===== src/rtl/tlb_pkg.sv =====
// tlb_pkg: shared definitions for the TLB maintenance sequencer.
//   - opcode / INVTLB op encodings
//   - controller state enum
//   - default geometry and ASID/VPPN field widths
//   - latched INVTLB operand bundle
package tlb_pkg;

  localparam int TLB_ENTRIES_DEF = 64;
  localparam int IDX_W_DEF       = 6;
  localparam int ASID_W          = 10;
  localparam int VPPN_W          = 19;

  localparam logic [2:0] OP_SRCH = 3'd0;
  localparam logic [2:0] OP_RD   = 3'd1;
  localparam logic [2:0] OP_WR   = 3'd2;
  localparam logic [2:0] OP_FILL = 3'd3;
  localparam logic [2:0] OP_INV  = 3'd4;

  localparam logic [4:0] INV_ALL0    = 5'd0;
  localparam logic [4:0] INV_ALL1    = 5'd1;
  localparam logic [4:0] INV_GLB     = 5'd2;
  localparam logic [4:0] INV_NGLB    = 5'd3;
  localparam logic [4:0] INV_ASID    = 5'd4;
  localparam logic [4:0] INV_ASID_VA = 5'd5;
  localparam logic [4:0] INV_GA_VA   = 5'd6;
  localparam logic [4:0] INV_LAST    = INV_GA_VA;

  // INV_ALL is only reachable when the fast clear-all path is built in.
  typedef enum logic [3:0] {
    IDLE, SRCH, SRCH_RSP, RD, RD_RSP, WR, INV_RD, INV_CHK, INV_ALL, DONE
  } state_e;

  typedef struct packed {
    logic [4:0]        op;
    logic [ASID_W-1:0] asid;
    logic [VPPN_W-1:0] vppn;
  } inv_req_t;

endpackage


===== src/rtl/tlb_inv_match.sv =====
// tlb_inv_match: combinational INVTLB match of one TLB entry.
//   inv_op/inv_asid/inv_vppn : INVTLB operands
//   e/g/asid/vppn            : entry fields read from the array
//   match                    : entry must be invalidated
// Illegal inv_op values never match.
module tlb_inv_match
  import tlb_pkg::*;
(
  input  logic [4:0]        inv_op,
  input  logic [ASID_W-1:0] inv_asid,
  input  logic [VPPN_W-1:0] inv_vppn,
  input  logic              e,
  input  logic              g,
  input  logic [ASID_W-1:0] asid,
  input  logic [VPPN_W-1:0] vppn,
  output logic              match
);

  logic asid_eq;
  logic vppn_eq;

  always_comb begin
    asid_eq = (asid == inv_asid);
    vppn_eq = (vppn == inv_vppn);
    match   = 1'b0;
    case (inv_op)
      INV_ALL0,
      INV_ALL1:    match = e;
      INV_GLB:     match = e & g;
      INV_NGLB:    match = e & ~g;
      INV_ASID:    match = e & ~g & asid_eq;
      INV_ASID_VA: match = e & ~g & asid_eq & vppn_eq;
      INV_GA_VA:   match = e & (g | asid_eq) & vppn_eq;
      default:     match = 1'b0;
    endcase
  end

endmodule


===== src/rtl/tlb_op_ctrl.sv =====
// tlb_op_ctrl: sequencer for TLBSRCH/TLBRD/TLBWR/TLBFILL/INVTLB between
// commit and the single-ported TLB array.
//   op_valid/op_ready/op_code/inv_*/csr_idx : one-at-a-time request from commit
//   srch_req/srch_hit/srch_idx              : array search port
//   tlb_rd_req/tlb_rd_*                     : array read port (data next cycle)
//   tlb_we/tlb_clr/tlb_idx                  : array write / E-clear port
//   tlbsrch_en/_hit/_hit_idx, tlbrd_en      : CSR update strobes
//   op_done/op_err                          : completion pulse
// Build option: TLB_INV_FAST_EN -- INVTLB op 0/1 becomes a single clear-all
// cycle (tlb_clr with tlb_idx ignored) instead of the entry sweep.
module tlb_op_ctrl
  import tlb_pkg::*;
#(
  parameter int TLB_ENTRIES = TLB_ENTRIES_DEF,
  parameter int IDX_W       = IDX_W_DEF
) (
  input  logic              clk,
  input  logic              rst_n,
  input  logic              op_valid,
  output logic              op_ready,
  input  logic [2:0]        op_code,
  input  logic [4:0]        inv_op,
  input  logic [ASID_W-1:0] inv_asid,
  input  logic [VPPN_W-1:0] inv_vppn,
  input  logic [IDX_W-1:0]  csr_idx,
  output logic              srch_req,
  input  logic              srch_hit,
  input  logic [IDX_W-1:0]  srch_idx,
  output logic              tlb_rd_req,
  input  logic              tlb_rd_e,
  input  logic              tlb_rd_g,
  input  logic [ASID_W-1:0] tlb_rd_asid,
  input  logic [VPPN_W-1:0] tlb_rd_vppn,
  output logic              tlb_we,
  output logic              tlb_clr,
  output logic [IDX_W-1:0]  tlb_idx,
  output logic              tlbsrch_en,
  output logic              tlbsrch_hit,
  output logic [IDX_W-1:0]  tlbsrch_hit_idx,
  output logic              tlbrd_en,
  output logic              op_done,
  output logic              op_err
);

  localparam logic [IDX_W-1:0] SWEEP_LAST = IDX_W'(TLB_ENTRIES - 1);

  state_e           state, state_d;
  logic [IDX_W-1:0] fill_ctr;
  logic [IDX_W-1:0] sweep;
  logic [IDX_W-1:0] idx_q;
  logic             err_q;
  inv_req_t         inv_q;
  logic             srch_en_q;
  logic             srch_hit_q;
  logic [IDX_W-1:0] srch_idx_q;

  logic accept;
  logic inv_legal;
  logic inv_fast;
  logic op_illegal;
  logic ent_match;

  assign accept     = op_valid && (state == IDLE);
  assign inv_legal  = (inv_op <= INV_LAST);
  assign op_illegal = (op_code > OP_INV) || ((op_code == OP_INV) && !inv_legal);

`ifdef TLB_INV_FAST_EN
  assign inv_fast = (inv_op == INV_ALL0) || (inv_op == INV_ALL1);
`else
  assign inv_fast = 1'b0;
`endif

  // Read data arrives in INV_CHK, so the clear decision is made on the live
  // array response in that same cycle.
  tlb_inv_match u_match (
    .inv_op   (inv_q.op),
    .inv_asid (inv_q.asid),
    .inv_vppn (inv_q.vppn),
    .e        (tlb_rd_e),
    .g        (tlb_rd_g),
    .asid     (tlb_rd_asid),
    .vppn     (tlb_rd_vppn),
    .match    (ent_match)
  );

  // State register
  always_ff @(posedge clk or negedge rst_n) begin
    if (!rst_n) state <= IDLE;
    else        state <= state_d;
  end

  // Next-state logic
  always_comb begin
    state_d = state;
    case (state)
      IDLE: if (accept) begin
        case (op_code)
          OP_SRCH: state_d = SRCH;
          OP_RD:   state_d = RD;
          OP_WR,
          OP_FILL: state_d = WR;
          OP_INV: begin
            if (!inv_legal)    state_d = DONE;
            else if (inv_fast) state_d = INV_ALL;
            else               state_d = INV_RD;
          end
          default: state_d = DONE;
        endcase
      end
      SRCH:     state_d = SRCH_RSP;
      SRCH_RSP: state_d = DONE;
      RD:       state_d = RD_RSP;
      RD_RSP:   state_d = DONE;
      WR:       state_d = DONE;
      INV_RD:   state_d = INV_CHK;
      INV_CHK:  state_d = (sweep == SWEEP_LAST) ? DONE : INV_RD;
      INV_ALL:  state_d = DONE;
      DONE:     state_d = IDLE;
      default:  state_d = IDLE;
    endcase
  end

  // Operand latch, counters and the registered search result
  always_ff @(posedge clk or negedge rst_n) begin
    if (!rst_n) begin
      fill_ctr   <= '0;
      sweep      <= '0;
      idx_q      <= '0;
      err_q      <= 1'b0;
      inv_q      <= '0;
      srch_en_q  <= 1'b0;
      srch_hit_q <= 1'b0;
      srch_idx_q <= '0;
    end else begin
      fill_ctr  <= fill_ctr + 1'b1;
      srch_en_q <= (state == SRCH_RSP);
      if (state == SRCH_RSP) begin
        srch_hit_q <= srch_hit;
        srch_idx_q <= srch_idx;
      end
      if (accept) begin
        // FILL freezes the free-running counter value seen at accept.
        idx_q <= (op_code == OP_FILL) ? fill_ctr : csr_idx;
        err_q <= op_illegal;
        inv_q <= '{op: inv_op, asid: inv_asid, vppn: inv_vppn};
        sweep <= '0;
      end else if ((state == INV_CHK) && (sweep != SWEEP_LAST)) begin
        sweep <= sweep + 1'b1;
      end
    end
  end

  // Output decode
  always_comb begin
    op_ready        = (state == IDLE);
    srch_req        = (state == SRCH);
    tlb_rd_req      = (state == RD) || (state == INV_RD);
    tlb_we          = (state == WR);
    tlb_clr         = ((state == INV_CHK) && ent_match) || (state == INV_ALL);
    tlb_idx         = ((state == INV_RD) || (state == INV_CHK)) ? sweep : idx_q;
    tlbrd_en        = (state == RD_RSP);
    tlbsrch_en      = srch_en_q;
    tlbsrch_hit     = srch_hit_q;
    tlbsrch_hit_idx = srch_idx_q;
    op_done         = (state == DONE);
    op_err          = (state == DONE) && err_q;
  end

endmodule


===== config.mk =====
export PLATFORM = sky130hd
export DESIGN_NAME = tlb_op_ctrl
export DESIGN_NICKNAME = d
export VERILOG_FILES = /design/src/rtl/tlb_pkg.sv /design/src/rtl/tlb_inv_match.sv /design/src/rtl/tlb_op_ctrl.sv
export SDC_FILE = /design/constraint.sdc
export NUM_CORES = 1
export LEC_CHECK = 0
export CAP_MARGIN = 40
export CORE_MARGIN = 3
export CORE_UTILIZATION = 42
export CTS_CLUSTER_SIZE = 12
export DETAILED_ROUTE_END_ITERATION = 6
export PLACE_DENSITY = 0.84
export SLEW_MARGIN = 10
export SYNTH_ARGS = -nofsm -noshare
export SYNTH_HDL_FRONTEND = slang
export SYNTH_SLANG_ARGS = --single-unit

===== constraint.sdc =====
create_clock -name clk -period 1.85 [get_ports clk]
set_input_delay 0.555 -clock clk [delete_from_list [all_inputs] [get_ports clk]]
set_output_delay 0.555 -clock clk [all_outputs]
set_load 0.01 [all_outputs]

==> results.toml <==
[status]
status = "finished, violations left"
violations = "negative setup slack"

[grt]
grt_use_met1 = 0.2881
globalRouteMet2Util = 0.4774
grtUsageMet3 = 0.08207
grt_pass1_vias = 3678
grt_pass1_wl_um = 17990
busiest_layer = "met2"
antenna_found_initial = 0
gr-total-overflow = 0
grt_util_all_layers = 0.2659
grt_start_max_net_pins = 66

[yosys]
synth_cells = 349
ys_top_cells_by_area = "dfrtp_1 49%, nand2_1 14%, xnor2_1 6.6%, mux2_2 4.8%, xor2_1 4.2%"
yosys_warnings = 0
synth_edf_count = 0
yosys.area.top_type = "dfrtp_1"
synth-seq-area-share = 0.4921
synthDistinctLibCells = 35
syn_area_um2 = 3306
async_flop_share = 1.000
synth.ff_latch_count = 65
synthFlopType = "dfrtp_1"
syn-num-nets = 435
syn_avg_cell_area_um2 = 9.472
synth_top_area_share = 0.4921

[sta]
rsz0062_at_grt = "yes"
period_share = 1.328
slew_headroom = 0.6722
setup_viol = 65
max_freq_mhz = 407.2
hold_viol_final = 0
tightest_slew_ns = 0.4902
clock-skew-final_ns = 0.01248
slew_viol_final = 0
setup_slack_ns = -0.6061
period_minus_slack_ns = 2.456

[cts]
htree_levels = 3
clockBufferDepth = 2
cts_sinks = 65
numCtsBuffers = 9
clk_pin_slew_ns = 0.08
cts_root_buffer = "clkbuf_8"
clk-insertion-delay-late_ns = 0.35
cts_tree = "built"

[placement]
gp_congestion = 0.8462
io_buffers = 105
place_ws_ns = -1.146
hpwl_um = 6441

[critical_path]
timing.rr.start = "state[1]$_DFFE_PN0P_"
slowest_delay_ns = 0.29
reg2regPathDepth = 11
crit_path_end_kind = "output port"
critPathRequiredTime_ns = 1.29
path_cells = "dlygate4sd2_1 -> xnor2_2 -> nand2_1 -> a41o_1 -> buf_4 -> a21oi_1 -> a21oi_2 -> buf_2"
r2r_end = "idx_q[3]$_DFFE_PN0P_"
path_class = "primary input to output port"
cpMaxStageDelayCell = "dlygate4sd2_1"
cp-start-kind = "primary input"
critPathMaxFanout = 3
r2r_slack_ns = -0.41
cp.arrival_ns = 1.90

[final_layout]
n_antenna_cell = 0
nNetsFinal = 624
final_layout_size_suffix_gt1_frac = 0.4438
synthToLayoutAreaGrowth_pct = 87.09

[floorplanning]
die_area_um2 = 8971
pin_count = 106
start_util = 0.4439
die_h_um = 94.72
die_x_um = 94.72
core_um2 = 7447
row_count = 31

[detailed_routing]
wl_um = 12770
avgRoutedWirePerCell_um = 19.89
num_vias = 3440
antenna_left = 0
drc = 0
firstDrtPassIters = 5
first_iter_violations = 165
vias_per_cell = 5.358

[pwr]
total_power_mw = 9.431
vdd_drop_max_v = 0.0007917
p_leak_nw = 2.901
power_density_nw_per_um2 = 1525

[job]
drv_cap = 0

[worst_hold_path]
hold_class = "primary input to async pin"
[flip-flops by register name, indices dropped and copies added, names as in the netlist]
signal           flops
idx_q                6
sweep                6
state                4
inv_q               34
tlbsrch_hit          1
fill_ctr             6
tlbsrch_hit_idx      6
tlbsrch_en           1
err_q                1
[synth_stat cells (2+ instances only)]
cell and instances:
a21oi_1 8, a31oi_1 2, and3_1 4, buf_2 8, buf_6 4, clkbuf_1 3, dfrtp_1 65, ha_1 2
inv_1 4, mux2_2 14, mux2i_1 7, nand2_1 119, nand2b_1 4, nand3_1 6, nand3b_1 2, nand4_1 7
nor2_1 11, nor2b_1 3, nor3_1 9, nor4_1 5, o21ai_0 8, o31a_1 2, xnor2_1 25, xor2_1 16
[worst max-delay path, delay by kind of cell]
kind                      cells  cell delay [ns]
and+or+nand+nor               1             0.08
buffers and inverters         3             0.58
xor gates and xnor gates      1             0.19
AOI/OAI and AO/OA             3             0.51
[report_power, final]
part | switching (mW) | internal, mW
Sequential | 0.583 | 1.98
Clock | 0.593 | 0.655
Combinational | 2.44 | 3.18
Total | 3.61 | 5.82
[cells by family after synthesis]
kind of cell | count (synthesis) | share of synthesized area
fa+ha+maj | 2 | 0.007569
flops | 65 | 0.4921
compound gates | 24 | 0.04997
mux | 21 | 0.06889
simple gates | 176 | 0.2381
buf+inv | 20 | 0.03482
xor+xnor | 41 | 0.1086
[stage by stage]
stage	TNS [ns]	instances	utilization	cell area, um2	hold WS [ns]
after global placement	-7.269	575	0.6321	4707	0.4493
after CTS	-19.27	633	0.7739	5763	0.2199
after floorplan	-0.1369	349	-	3318	0.2594
final	-21.10	642	0.8305	6185	0.1817
after detailed placement	-7.563	575	0.6321	4707	0.4546
after global routing	-23.45	642	0.8305	6185	0.2075
[placed cells by master, fill, tap and decap left out, types with 6 or more instances in the layout]
cell type        instances
dfrtp_1                 63
clkdlybuf4s50_1         56
nand2_1                 51
nand2_2                 46
buf_6                   37
buf_4                   36
dlygate4sd2_1           29
xnor2_1                 22
nand2_4                 21
xor2_1                  15
clkbuf_8                10
buf_12                  10
buf_16                   9
mux2_2                   8
nor2_1                   7
nand4_1                  7
mux2i_1                  7
nand3_1                  6
mux2_4                   6
o21ai_2                  6
buf_2                    6
[final cells by class]
type / instances / area [um2]
fillers: 409 / 1262
multi-input cells: 265 / 2112
clock buffers: 11 / 141.4
clock inverters: 5 / 55.05
inverters: 5 / 21.27
repair buffers: 192 / 2102
flip-flops and latches: 65 / 1629
well taps: 99 / 123.9
[layer usage]
metal / part of all wire / routed length, um / up-vias
li1: - / - / 1545
met1: 0.37 / 4717 / 1666
met2: 0.52 / 6663 / 179
met3: 0.071 / 909 / 50
met4: 0.037 / 477 / 0
met5: 0 / 0 / -
[worst max-delay path by stage]
stage / startpoint / to / slack [ns] / cells past startpoint
3_5_place_dp: tlb_rd_vppn[0] / tlb_clr / -1.15 / 7
5_1_grt: inv_q[6]$_DFFE_PN0P_ / tlb_clr / -0.68 / 6
3_3_place_gp: tlb_rd_vppn[0] / tlb_clr / -1.19 / 7
6_report: tlb_rd_g / tlb_clr / -0.61 / 8
4_1_cts: inv_q[17]$_DFFE_PN0P_ / tlb_clr / -0.55 / 6
2_1_floorplan: state[3]$_DFFE_PN0P_ / tlb_clr / -0.14 / 7
[repair_timing]
| item | in CTS | in global routing |
|---|---|---|
| setup endpoints to repair | 41 | 72 |
| setup buffers | 32 | 19 |
| resized for setup | 207 | 102 |
| cloned | 11 | 1 |
| hold buffers | 0 | 0 |
| pin swaps | 65 | 62 |
(Power assumes the default switching activity.)
